--- src/rtl/cpu_ctrl_pkg.sv ---
// Shared definitions for the CPU control sequencer: opcodes, FSM states,
// ALU function codes, instruction field positions and the opcode decoder.
package cpu_ctrl_pkg;

  // Instruction field bit positions
  localparam int OPC_HI = 19;
  localparam int OPC_LO = 16;
  localparam int RD_HI  = 15;
  localparam int RD_LO  = 14;
  localparam int RS_HI  = 13;
  localparam int RS_LO  = 12;
  localparam int RT_HI  = 11;
  localparam int RT_LO  = 10;
  localparam int IMM_HI = 7;
  localparam int IMM_LO = 0;

  // Opcodes (A..E are undefined)
  localparam logic [3:0] OP_NOP   = 4'h0;
  localparam logic [3:0] OP_ADD   = 4'h1;
  localparam logic [3:0] OP_SUB   = 4'h2;
  localparam logic [3:0] OP_AND   = 4'h3;
  localparam logic [3:0] OP_OR    = 4'h4;
  localparam logic [3:0] OP_ADDI  = 4'h5;
  localparam logic [3:0] OP_MUL   = 4'h6;
  localparam logic [3:0] OP_LOAD  = 4'h7;
  localparam logic [3:0] OP_STORE = 4'h8;
  localparam logic [3:0] OP_MOVI  = 4'h9;
  localparam logic [3:0] OP_HALT  = 4'hF;

  // ALU function codes
  localparam logic [2:0] ALU_PASS_B = 3'd0;
  localparam logic [2:0] ALU_ADD    = 3'd1;
  localparam logic [2:0] ALU_SUB    = 3'd2;
  localparam logic [2:0] ALU_AND    = 3'd3;
  localparam logic [2:0] ALU_OR     = 3'd4;
  localparam logic [2:0] ALU_MUL    = 3'd5;

  typedef enum logic [2:0] {
    ST_IDLE   = 3'd0,
    ST_DECODE = 3'd1,
    ST_EXEC   = 3'd2,
    ST_WAIT   = 3'd3,
    ST_WB     = 3'd4,
    ST_HALT   = 3'd5
  } state_t;

  typedef struct packed {
    logic [2:0] alu_op;
    logic       imm_sel;
    logic       rf_we;
    logic       legal;
  } dec_t;

  // Static per-opcode control. Memory ops address with the raw immediate,
  // so they pass operand B through with the immediate selected.
  function automatic dec_t decode_op(input logic [3:0] op);
    dec_t d;
    d = '{alu_op: ALU_PASS_B, imm_sel: 1'b0, rf_we: 1'b0, legal: 1'b1};
    case (op)
      OP_NOP:   ;
      OP_ADD:   begin d.alu_op = ALU_ADD; d.rf_we = 1'b1; end
      OP_SUB:   begin d.alu_op = ALU_SUB; d.rf_we = 1'b1; end
      OP_AND:   begin d.alu_op = ALU_AND; d.rf_we = 1'b1; end
      OP_OR:    begin d.alu_op = ALU_OR;  d.rf_we = 1'b1; end
      OP_ADDI:  begin d.alu_op = ALU_ADD; d.imm_sel = 1'b1; d.rf_we = 1'b1; end
      OP_MUL:   begin d.alu_op = ALU_MUL; d.rf_we = 1'b1; end
      OP_LOAD:  begin d.imm_sel = 1'b1; d.rf_we = 1'b1; end
      OP_STORE: begin d.imm_sel = 1'b1; end
      OP_MOVI:  begin d.imm_sel = 1'b1; d.rf_we = 1'b1; end
      OP_HALT:  ;
      default:  d.legal = 1'b0;
    endcase
    return d;
  endfunction

endpackage

--- src/rtl/seq_wait_counter.sv ---
// 4-bit load/decrement counter timing the WAIT state of the sequencer.
module seq_wait_counter (
  input  logic       clk,
  input  logic       reset,
  input  logic       load,
  input  logic [3:0] load_val,
  input  logic       dec,
  output logic       zero
);

  logic [3:0] count_reg;

  // Load has priority over decrement; the count saturates at zero.
  always_ff @(posedge clk) begin
    if (reset) begin
      count_reg <= 4'd0;
    end else if (load) begin
      count_reg <= load_val;
    end else if (dec && (count_reg != 4'd0)) begin
      count_reg <= count_reg - 4'd1;
    end
  end

  assign zero = (count_reg == 4'd0);

endmodule

--- src/rtl/cpu_sequencer.sv ---
// Multi-cycle control FSM for the 4-register 8-bit CPU. Latches each
// instruction, decodes it, sequences EXEC / WAIT / WB and releases the PC
// hold for exactly one cycle per retired instruction.
module cpu_sequencer
  import cpu_ctrl_pkg::*;
#(
  parameter int unsigned MUL_LAT = 4,
  parameter int unsigned MEM_LAT = 2,
  parameter int unsigned CNT_W   = 16
) (
  input  logic             clk,
  input  logic             reset,
  input  logic [19:0]      instruction,
  output logic             hold,
  output logic [1:0]       rf_raddr_a,
  output logic [1:0]       rf_raddr_b,
  output logic [1:0]       rf_waddr,
  output logic             rf_we,
  output logic [2:0]       alu_op,
  output logic             imm_sel,
  output logic             mem_re,
  output logic             mem_we,
  output logic             mul_start,
  output logic             busy,
  output logic             halted,
  output logic             illegal,
  output logic [CNT_W-1:0] retired
);

  // WAIT lasts LAT cycles: counter is loaded with LAT-1 and WB follows the
  // cycle on which it reads zero.
  localparam logic [3:0] MUL_WAIT = 4'(MUL_LAT - 1);
  localparam logic [3:0] MEM_WAIT = 4'(MEM_LAT - 1);

  state_t           state_reg, state_next;
  logic [19:0]      ir_reg;
  logic             illegal_reg;
  logic [CNT_W-1:0] retired_reg;

  logic [3:0] opcode;
  dec_t       dec;
  logic       wait_load;
  logic [3:0] wait_val;
  logic       wait_dec;
  logic       wait_zero;

  assign opcode = ir_reg[OPC_HI:OPC_LO];
  assign dec    = decode_op(opcode);

  // Decode outputs come only from the latched word, so they stay stable
  // from EXEC through WB regardless of what the PC presents.
  assign rf_raddr_a = ir_reg[RS_HI:RS_LO];
  assign rf_raddr_b = ir_reg[RT_HI:RT_LO];
  assign rf_waddr   = ir_reg[RD_HI:RD_LO];
  assign alu_op     = dec.alu_op;
  assign imm_sel    = dec.imm_sel;
  assign illegal    = illegal_reg;
  assign retired    = retired_reg;

  seq_wait_counter u_wait (
    .clk      (clk),
    .reset    (reset),
    .load     (wait_load),
    .load_val (wait_val),
    .dec      (wait_dec),
    .zero     (wait_zero)
  );

  // State register.
  always_ff @(posedge clk) begin
    if (reset) begin
      state_reg <= ST_IDLE;
    end else begin
      state_reg <= state_next;
    end
  end

  // Next-state and per-state strobes.
  always_comb begin
    state_next = state_reg;
    hold       = 1'b1;
    rf_we      = 1'b0;
    mem_re     = 1'b0;
    mem_we     = 1'b0;
    mul_start  = 1'b0;
    busy       = 1'b1;
    halted     = 1'b0;
    wait_load  = 1'b0;
    wait_val   = 4'd0;
    wait_dec   = 1'b0;
    case (state_reg)
      ST_IDLE: begin
        busy       = 1'b0;
        state_next = ST_DECODE;
      end
      ST_DECODE: begin
        if (instruction[OPC_HI:OPC_LO] == OP_HALT) begin
          state_next = ST_HALT;
        end else begin
          state_next = ST_EXEC;
        end
      end
      ST_EXEC: begin
        state_next = ST_WB;
        case (opcode)
          OP_MUL: begin
            mul_start  = 1'b1;
            wait_load  = 1'b1;
            wait_val   = MUL_WAIT;
            state_next = ST_WAIT;
          end
          OP_LOAD: begin
            mem_re     = 1'b1;
            wait_load  = 1'b1;
            wait_val   = MEM_WAIT;
            state_next = ST_WAIT;
          end
          OP_STORE: begin
            mem_we     = 1'b1;
            wait_load  = 1'b1;
            wait_val   = MEM_WAIT;
            state_next = ST_WAIT;
          end
          default: ;
        endcase
      end
      ST_WAIT: begin
        if (wait_zero) begin
          state_next = ST_WB;
        end else begin
          wait_dec = 1'b1;
        end
      end
      ST_WB: begin
        hold       = 1'b0;
        rf_we      = dec.rf_we;
        state_next = ST_DECODE;
      end
      ST_HALT: begin
        busy   = 1'b0;
        halted = 1'b1;
      end
      default: begin
        state_next = ST_IDLE;
      end
    endcase
  end

  // Instruction latch, sticky illegal flag and retired counter.
  always_ff @(posedge clk) begin
    if (reset) begin
      ir_reg      <= 20'd0;
      illegal_reg <= 1'b0;
      retired_reg <= '0;
    end else begin
      if (state_reg == ST_DECODE) begin
        ir_reg <= instruction;
      end
      if ((state_reg == ST_EXEC) && !dec.legal) begin
        illegal_reg <= 1'b1;
      end
      if (state_reg == ST_WB) begin
        retired_reg <= retired_reg + 1'b1;
      end
    end
  end

endmodule

--- config.mk ---
export PLATFORM = sky130hd
export DESIGN_NAME = cpu_sequencer
export DESIGN_NICKNAME = d
export VERILOG_FILES = /design/src/rtl/cpu_ctrl_pkg.sv /design/src/rtl/seq_wait_counter.sv /design/src/rtl/cpu_sequencer.sv
export SDC_FILE = /design/constraint.sdc
export NUM_CORES = 1
export LEC_CHECK = 0
export ABC_AREA = 1
export CAP_MARGIN = 25
export CORE_MARGIN = 2
export CORE_UTILIZATION = 45
export CTS_CLUSTER_DIAMETER = 100
export DETAILED_ROUTE_END_ITERATION = 7
export HOLD_SLACK_MARGIN = 0.02
export PLACE_DENSITY = 0.9
export SKIP_CTS_REPAIR_TIMING = 1
export SLEW_MARGIN = 20
export SYNTH_ARGS = -nofsm -noshare
export SYNTH_HDL_FRONTEND = slang
export SYNTH_SLANG_ARGS = --single-unit
--- constraint.sdc ---
create_clock -name clk -period 1.7 [get_ports clk]
set_input_delay 0.34 -clock clk [delete_from_list [all_inputs] [get_ports clk]]
set_output_delay 0.34 -clock clk [all_outputs]
set_load 0.05 [all_outputs]
### After elaboration in Yosys (flattened, before gate mapping)

Cells that the tools add are included.
Widths: inputs -> output; s select.

| word-level totals | value |
|---|---|
| flip-flop bits (word level) | 44 |
| bits of input ports | 22 |
| output and inout bits | 34 |
| logic and storage cells | 68 |

| cells by class | value |
|---|---|
| bitwise operators | 1 |
| add/sub/neg operators | 2 |
| eq/ne operators | 17 |
| multiplexer cells | 26 |
| reduce and logical (&&, ||, !) cells | 17 |

Operators with widths:

| kind | count |
|---|---|
| $pmux 3 s5 | 2 |
| $mux 1 | 17 |
| $add 16x1->16 const B | 1 |
| $eq 4x3->1 const B | 4 |
| $eq 4x4->1 const B | 4 |
| $reduce_or 11->1 | 1 |
| $mux 3 | 3 |
| $eq 4x2->1 const B | 2 |
| $logic_not 4->1 | 2 |
| $mux 4 | 2 |
| $reduce_or 2->1 | 4 |
| $reduce_or 8->1 | 1 |
| $eq 3x2->1 const B | 2 |
| $eq 3x3->1 const B | 2 |
| $eq 4x1->1 const B | 1 |
| $pmux 2 s2 | 1 |
| $reduce_bool 4->1 | 1 |
| $reduce_or 4->1 | 1 |
| $sub 4x1->4 const B | 1 |
| $eq 3x1->1 const B | 1 |
| $logic_not 3->1 | 1 |
| $reduce_or 3->1 | 1 |
| $logic_and 1x1->1 | 2 |
| $mux 2 | 1 |
| other kinds (5) | 5 |

### Depth between registers and ports, before layout

Gate-level depths: netlist of the first run.

| depth | value |
|---|---|
| depth after elaboration | 6 |
| mapped depth | 9 |
| depth with buffers taken out | 9 |

### Modules after synthesis

From an unflattened synthesis of the first run, not the netlist that was laid out.

| unflattened totals | value |
|---|---|
| cells, all modules | 260 |
| area total of the unflattened synthesis | 1,814.2 µm² |

By module, submodules not included:

| module | area an instance (µm²) | cells each | times used | seq. area each (µm²) |
|---|---|---|---|---|
| cpu_sequencer | 1,540.2 | 219 | 1 | 600.6 |
| seq_wait_counter | 274.0 | 41 | 1 | 80.1 |

### Worst setup path after synthesis of the first run

No wires, ideal clock.

| path | value |
|---|---|
| kind | register -> output |
| start | register state_reg[0] |
| end | output port rf_we |
| data arrival time | 1,928 ps |
| path buffers | 0 |
| cell stages (with the launch flop) | 4 |
| required time | 1,360 ps |
| path slack | -568 ps |
| path through | dfxtp_1 -> nor2_2 -> nand2_4 -> a211oi_1 |

| on the way | value |
|---|---|
| word-level cells in the longest chain between the ends | 2 |

Ends and longest elaborated chain:

| item | line | text |
|---|---|---|
| from (decl) | cpu_sequencer.sv:35 | `state_t state_reg, state_next;` |
| from (signal assigned) | cpu_sequencer.sv:74 | `state_reg <= state_next;` |
| $eq 3x3->1 | cpu_sequencer.sv:91 | `case (state_reg)` |
| $mux 1 | cpu_sequencer.sv:91 |  |
| to (decl) | cpu_sequencer.sv:18 | `output logic rf_we,` |

No other way between the ends.

### Final worst setup path of the first run

| path | value |
|---|---|
| start | register ir_reg[19] |
| end | output port alu_op[0] |

| on the way | value |
|---|---|
| word-level cells in the longest chain between the ends | 3 |
| elaborated cells between the ends (all ways) | 8 |
| classes of those cells | eq/ne (6); mux (1); reduce/logical (1) |

Ends and longest elaborated chain:

| item | line | text |
|---|---|---|
| from (decl) | cpu_sequencer.sv:36 | `logic [19:0] ir_reg;` |
| from (signal assigned) | cpu_sequencer.sv:157 | `ir_reg <= instruction;` |
| $eq 4x3->1 or $eq 4x1->1 (tied branches) | cpu_ctrl_pkg.sv:59 | `case (op)` |
| $reduce_or 2->1 (no line) | n/a |  |
| $pmux 3 s5 (*) | cpu_ctrl_pkg.sv:59 |  |
| to (decl) | cpu_sequencer.sv:19 | `output logic [2:0] alu_op,` |

Mark *: on every way between the ends. The rest lies on a longest branch, timed or not.

==> reports/metrics.cfg, run 1 <==
[cells_and_area]
layout_common_cells=nor2_1 (40), nand2_1 (39), inv_1 (29), dfxtp_1 (29), buf_4 (29)
num_antenna_cells=0
fill_cells=303
instances_no_fill=340
final_util_pct=67.8
drive_gt1_share_pct=26.4
largest_register_ff_count=16
multiInputGateArea_um2=933
final_common_cell=nor2_1
final_nets=317
area_growth_syn_to_layout_pct=45.5
regArea_um2=687

[flow_run]
maxCapViolations=0

[die]
ioPinCount=56
start_util_pct=46.6
fp.dieH_um=65.4
die_area_um2=4270
std_cell_rows=22
die_x_um=65.4
core_um2=3630

[route]
postRouteAntennaNets=0
post-route-drc-count=0
wirelength_um=3940
via_per_inst=4.96
first_iter_violations=87
wire_per_inst_um=11.6
dr.pass1.iters=4
vias=1688

[timing]
setup_viol_count_final=0
slew_headroom_pct=49.8
tns_ns=0
fmax_mhz=596
hold_viol_final=0
fin_crit_sh_pct=98.7
fin_worst_skew_ns=0.00613
rsz0062_at_grt=true
setup_ws_ns=0.0216
worst_pin_slew_ns=0.752
drv_slew=0
period_needed_ns=1.68

[power]
leakage_nw=1.08
powerDensity_nw_per_um2=939
combPwrFrac_pct=28.3
p_sw_share_pct=32.5
cell_internal_pwr_mw=1.56
p_sw_mw=0.752
power_frac_clock_pct=32.6
seqPwrFrac_pct=39.1
irDropWorstVdd_uv=565

[clock_tree]
ctsLongestPathBuffers=2
cts_tree=done
root_buffer=clkbuf_8
numCtsBuffers=5
h-tree-depth=2
clk_latency_ns=0.29
clkTransAtPathRegs_ns=0.07
cts_sinks=34

[global_routing]
grtUsageMet2_pct=30.9
grt_max_degree=28
grt_antenna_before_repair=0
gr-usage-met3_pct=4.97
grt_pass1_wl_um=6340
overflow=0
met1_usage_pct=23.1
grt_pass1_vias=1513
busiest_layer=met2
grt_usage_pct=19.1

[logic_synthesis]
synth_area_um2=1690
synthArstFlopShare_pct=0
yosys_warnings=0
synth_cells=244
synth_cell_type_count=27
synth-seq-area-share_pct=40.2
synth.ff_latch_count=34
synth-edff-count=0
avgSynthCellArea_um2=6.94
synth_nets=269
synth_ff_type=dfxtp_1

[min_path]
hold_class=reg2reg

[setup_path]
cp.required_ns=1.36
end_kind=output pin
crit_path_start_kind=register
crit_fanout=4
crit_arrival_ns=1.34
critPathKind=reg2out

[outcome]
status=completed

[placed_design]
gp_congestion=0.837
placed_cells=330
io_buffers=45
dp_hpwl_um=2700
place_ws_ns=-0.0637

==> worst paths after layout <==
kind                             startpoint  slack (ns)  cells past startpoint                        to
setup / recovery    ir_reg[19]$_SDFFE_PP0N_        0.02                      4                 alu_op[0]
hold / removal         illegal$_SDFFE_PP0P_        0.45                      2      illegal$_SDFFE_PP0P_
setup reg to reg  state_reg[1]$_SDFFE_PP0P_        0.21                      9  retired[13]$_SDFFE_PP0P_
hold reg to reg        illegal$_SDFFE_PP0P_        0.45                      2      illegal$_SDFFE_PP0P_
==> critical path, cell delays in order (launching register included) <==
cell and delay (ns):
dfxtp_1 0.37, inv_1 0.14, nand2_1 0.10, o21ai_1 0.25, buf_12 0.18
==> power groups by stage <==
stage / Sequential [mW] / Clock, mW / Combinational [mW]
finish: 0.906 / 0.754 / 0.654
global route: 0.912 / 0.802 / 0.698
CTS: 0.886 / 0.773 / 0.597
detailed placement: 0.903 / 0 / 0.594
global placement: 0.902 / 0 / 0.583
floorplan: 0.908 / 0 / 0.384
==> layer usage <==
layer / up-vias / wire length, um
li1: 868 / -
met4: 0 / 65
met2: 48 / 1930
met3: 6 / 225
met1: 766 / 1720
met5: - / 0
==> through the flow <==
stage | instance area, um2 | power [mW] | hold WS [ns]
finish | 2460 | 2.31 | 0.453
global route | 2460 | 2.41 | 0.488
CTS | 2350 | 2.26 | 0.459
detailed placement | 2230 | 1.50 | 0.450
global placement | 2230 | 1.48 | 0.441
floorplan | 1710 | 1.29 | 0.464
==> cell usage after synthesis (all sizes together), types with 3 or more instances <==
master / number / share of area [%]
nand3: 15 / 5.2
nand2: 42 / 9.9
nor2: 50 / 13
nor3: 4 / 1.2
buf: 8 / 3.2
nand4: 3 / 1.1
a21oi: 19 / 5.6
xor2: 3 / 1.6
o21ai: 20 / 5.9
dfxtp: 34 / 40
inv: 33 / 7.3
ha: 3 / 2.2
==> cell families (layout without fill, tap and decap cells) <==
group	after synthesis	in the layout	share of synthesized area, %
and+or+nand+nor	116	116	31.0
AOI/OAI and AO/OA	45	45	14.0
buffers and inverters	43	91	11.0
DFF	34	34	40.2
adders and majority gates	3	3	2.22
xor gates and xnor gates	3	3	1.55
==> cell type report <==
class / count / area share, %
Multi-Input combinational cell: 167 / 37.9
Timing Repair Buffer: 51 / 22.2
Clock buffer: 6 / 3.35
Tap cell: 48 / 2.44
Inverter: 33 / 5.03
Clock inverter: 1 / 1.22
Sequential cell: 34 / 27.9
Note: power is estimated with default switching activity, not from simulation.
==> run 2: changes to the inputs <==
--- a/config.mk
+++ b/config.mk
@@ -9,4 +9,6 @@
 export CAP_MARGIN = 25
+export CELL_PAD_IN_SITES_DETAIL_PLACEMENT = 0
+export CELL_PAD_IN_SITES_GLOBAL_PLACEMENT = 2
 export CORE_MARGIN = 2
-export CORE_UTILIZATION = 45
+export CORE_UTILIZATION = 24
 export CTS_CLUSTER_DIAMETER = 100
--- a/constraint.sdc
+++ b/constraint.sdc
@@ -3,2 +3,2 @@
 set_output_delay 0.34 -clock clk [all_outputs]
-set_load 0.05 [all_outputs]
+set_load 0.02 [all_outputs]
==> reports/metrics.cfg, run 2 (synthesis gave the netlist of run 1 again) <==
[setup_path]
cp_slowest_cell=clkdlybuf4s50_1
worst-path-buf-inv=1
crit_path_start_kind=register
slowest_delay_ns=0.63
path_delay_family=buffers and inverters
cp.required_ns=1.36
end_kind=output pin
crit_chain=clkdlybuf4s50_1
crit_arrival_ns=1.29
crit_fanout=4
critPathKind=reg2out

[cells_and_area]
instances_no_fill=404
final_common_cell=nor2_1
fill_cells=759
largest_register_ff_count=16
final_nets=332
drive_gt1_share_pct=15.6
num_antenna_cells=0
regArea_um2=682
multiInputGateArea_um2=842
area_growth_syn_to_layout_pct=45.9
layout_common_cells=nor2_1 (44), nand2_1 (40), dfxtp_1 (33), inv_1 (31), clkdlybuf4s50_1 (26)

[timing]
fmax_mhz=612
period_needed_ns=1.63
fin_crit_sh_pct=96.1
tns_ns=0
fin_worst_skew_ns=0.00349
slew_headroom_pct=70.1
worst_pin_slew_ns=0.448
setup_viol_count_final=0
rsz0062_at_grt=true
hold_viol_final=0
drv_slew=0

[placed_design]
placed_cells=396
dp_hpwl_um=3290
io_buffers=45
gp_congestion=0.754

[global_routing]
grt_pass1_wl_um=7130
grt_max_degree=17
grt_pass1_vias=1598
grt_usage_pct=11.7
overflow=0
grt_antenna_before_repair=0

[die]
std_cell_rows=30
die_x_um=88.0
fp.dieH_um=88.0
ioPinCount=56
die_area_um2=7750
start_util_pct=24.9
core_um2=6790

[power]
powerDensity_nw_per_um2=799
leakage_nw=1.25
irDropWorstVdd_uv=389

[flow_run]
maxCapViolations=0

[clock_tree]
clkTransAtPathRegs_ns=0.07
cts_sinks=34
cts_tree=done
clk_latency_ns=0.28
root_buffer=clkbuf_8
numCtsBuffers=5
h-tree-depth=2
ctsLongestPathBuffers=2

[route]
vias=1687
dr.pass1.iters=4
wirelength_um=4330
post-route-drc-count=0
via_per_inst=4.18
wire_per_inst_um=10.7
first_iter_violations=65
postRouteAntennaNets=0

[outcome]
status=completed

[min_path]
hold_class=reg2reg

## run 2: changes by cell type in the layout (fill, tap and decap cells not counted), moves of 3 or more
cell / delta
buf_4: -7
buf_12: -11
clkdlybuf4s50_1: +15
nor2_4: -4
dfxtp_1: +4
dlymetal6s2s_1: +13
nor2_1: +4
buf_2: +3
dfxtp_2: -4
## run 2: worst register-to-register path: stages, from the launching register on
cell,delay [ns]
dfxtp_1,0.38
inv_1,0.07
buf_4,0.13
nor3_1,0.25
nand2_1,0.15
inv_2,0.12
nand2_1,0.07
xor2_1,0.13
nor2_1,0.05
## run 2: power breakdown
| part | internal, mW | switching, mW |
|---|---|---|
| Clock | 0.327 | 0.289 |
| Sequential | 0.847 | 0.0399 |
| Combinational | 0.218 | 0.255 |
| Total | 1.39 | 0.583 |
## run 2: stage by stage
step           total power [mW]  setup WS [ns]  cell area, um2  hold slack (ns)  utilization (%)
2_1_floorplan              1.17          0.136            1690            0.464                -
3_3_place_gp               1.38        -0.0975            2360            0.439             34.7
3_5_place_dp               1.39         -0.109            2360            0.442             34.7
4_1_cts                    2.03         -0.426            2450            0.453             36.1
6_report                   1.98         0.0659            2470            0.446             36.4
5_1_grt                    2.11        -0.0199            2470            0.474             36.4
## run 2: per-layer routing
| metal | share of wire (%) | vias to the layer above | global-route usage (%) | routed length (um) |
|---|---|---|---|---|
| li1 | - | 907 | - | - |
| met1 | 50 | 729 | 15.5 | 2180 |
| met2 | 42 | 49 | 18.1 | 1800 |
| met3 | 7.7 | 2 | 3.96 | 333 |
| met4 | 0.48 | 0 | 3.31 | 21 |
| met5 | 0 | - | 0 | 0 |
## run 2: path summary, 6_finish.rpt
path / startpoint / end / slack [ns] / depth (start not counted)
setup / recovery: retired[0]$_SDFFE_PP0P_ / retired[0] / 0.07 / 1
hold / removal: illegal$_SDFFE_PP0P_ / illegal$_SDFFE_PP0P_ / 0.45 / 2
setup reg to reg: state_reg[0]$_SDFFE_PP0P_ / u_wait.count_reg[2]$_SDFFE_PP0P_ / 0.25 / 8
hold reg to reg: illegal$_SDFFE_PP0P_ / illegal$_SDFFE_PP0P_ / 0.45 / 2
## run 2: final cells by class
cell class	instances	area share (%)
clock buffer	7	3.49
clock inverter	1	0.202
inverter	33	5.01
multi-input combinational	167	34.1
sequential	34	27.6
tap	96	4.86
timing repair buffer	66	24.8
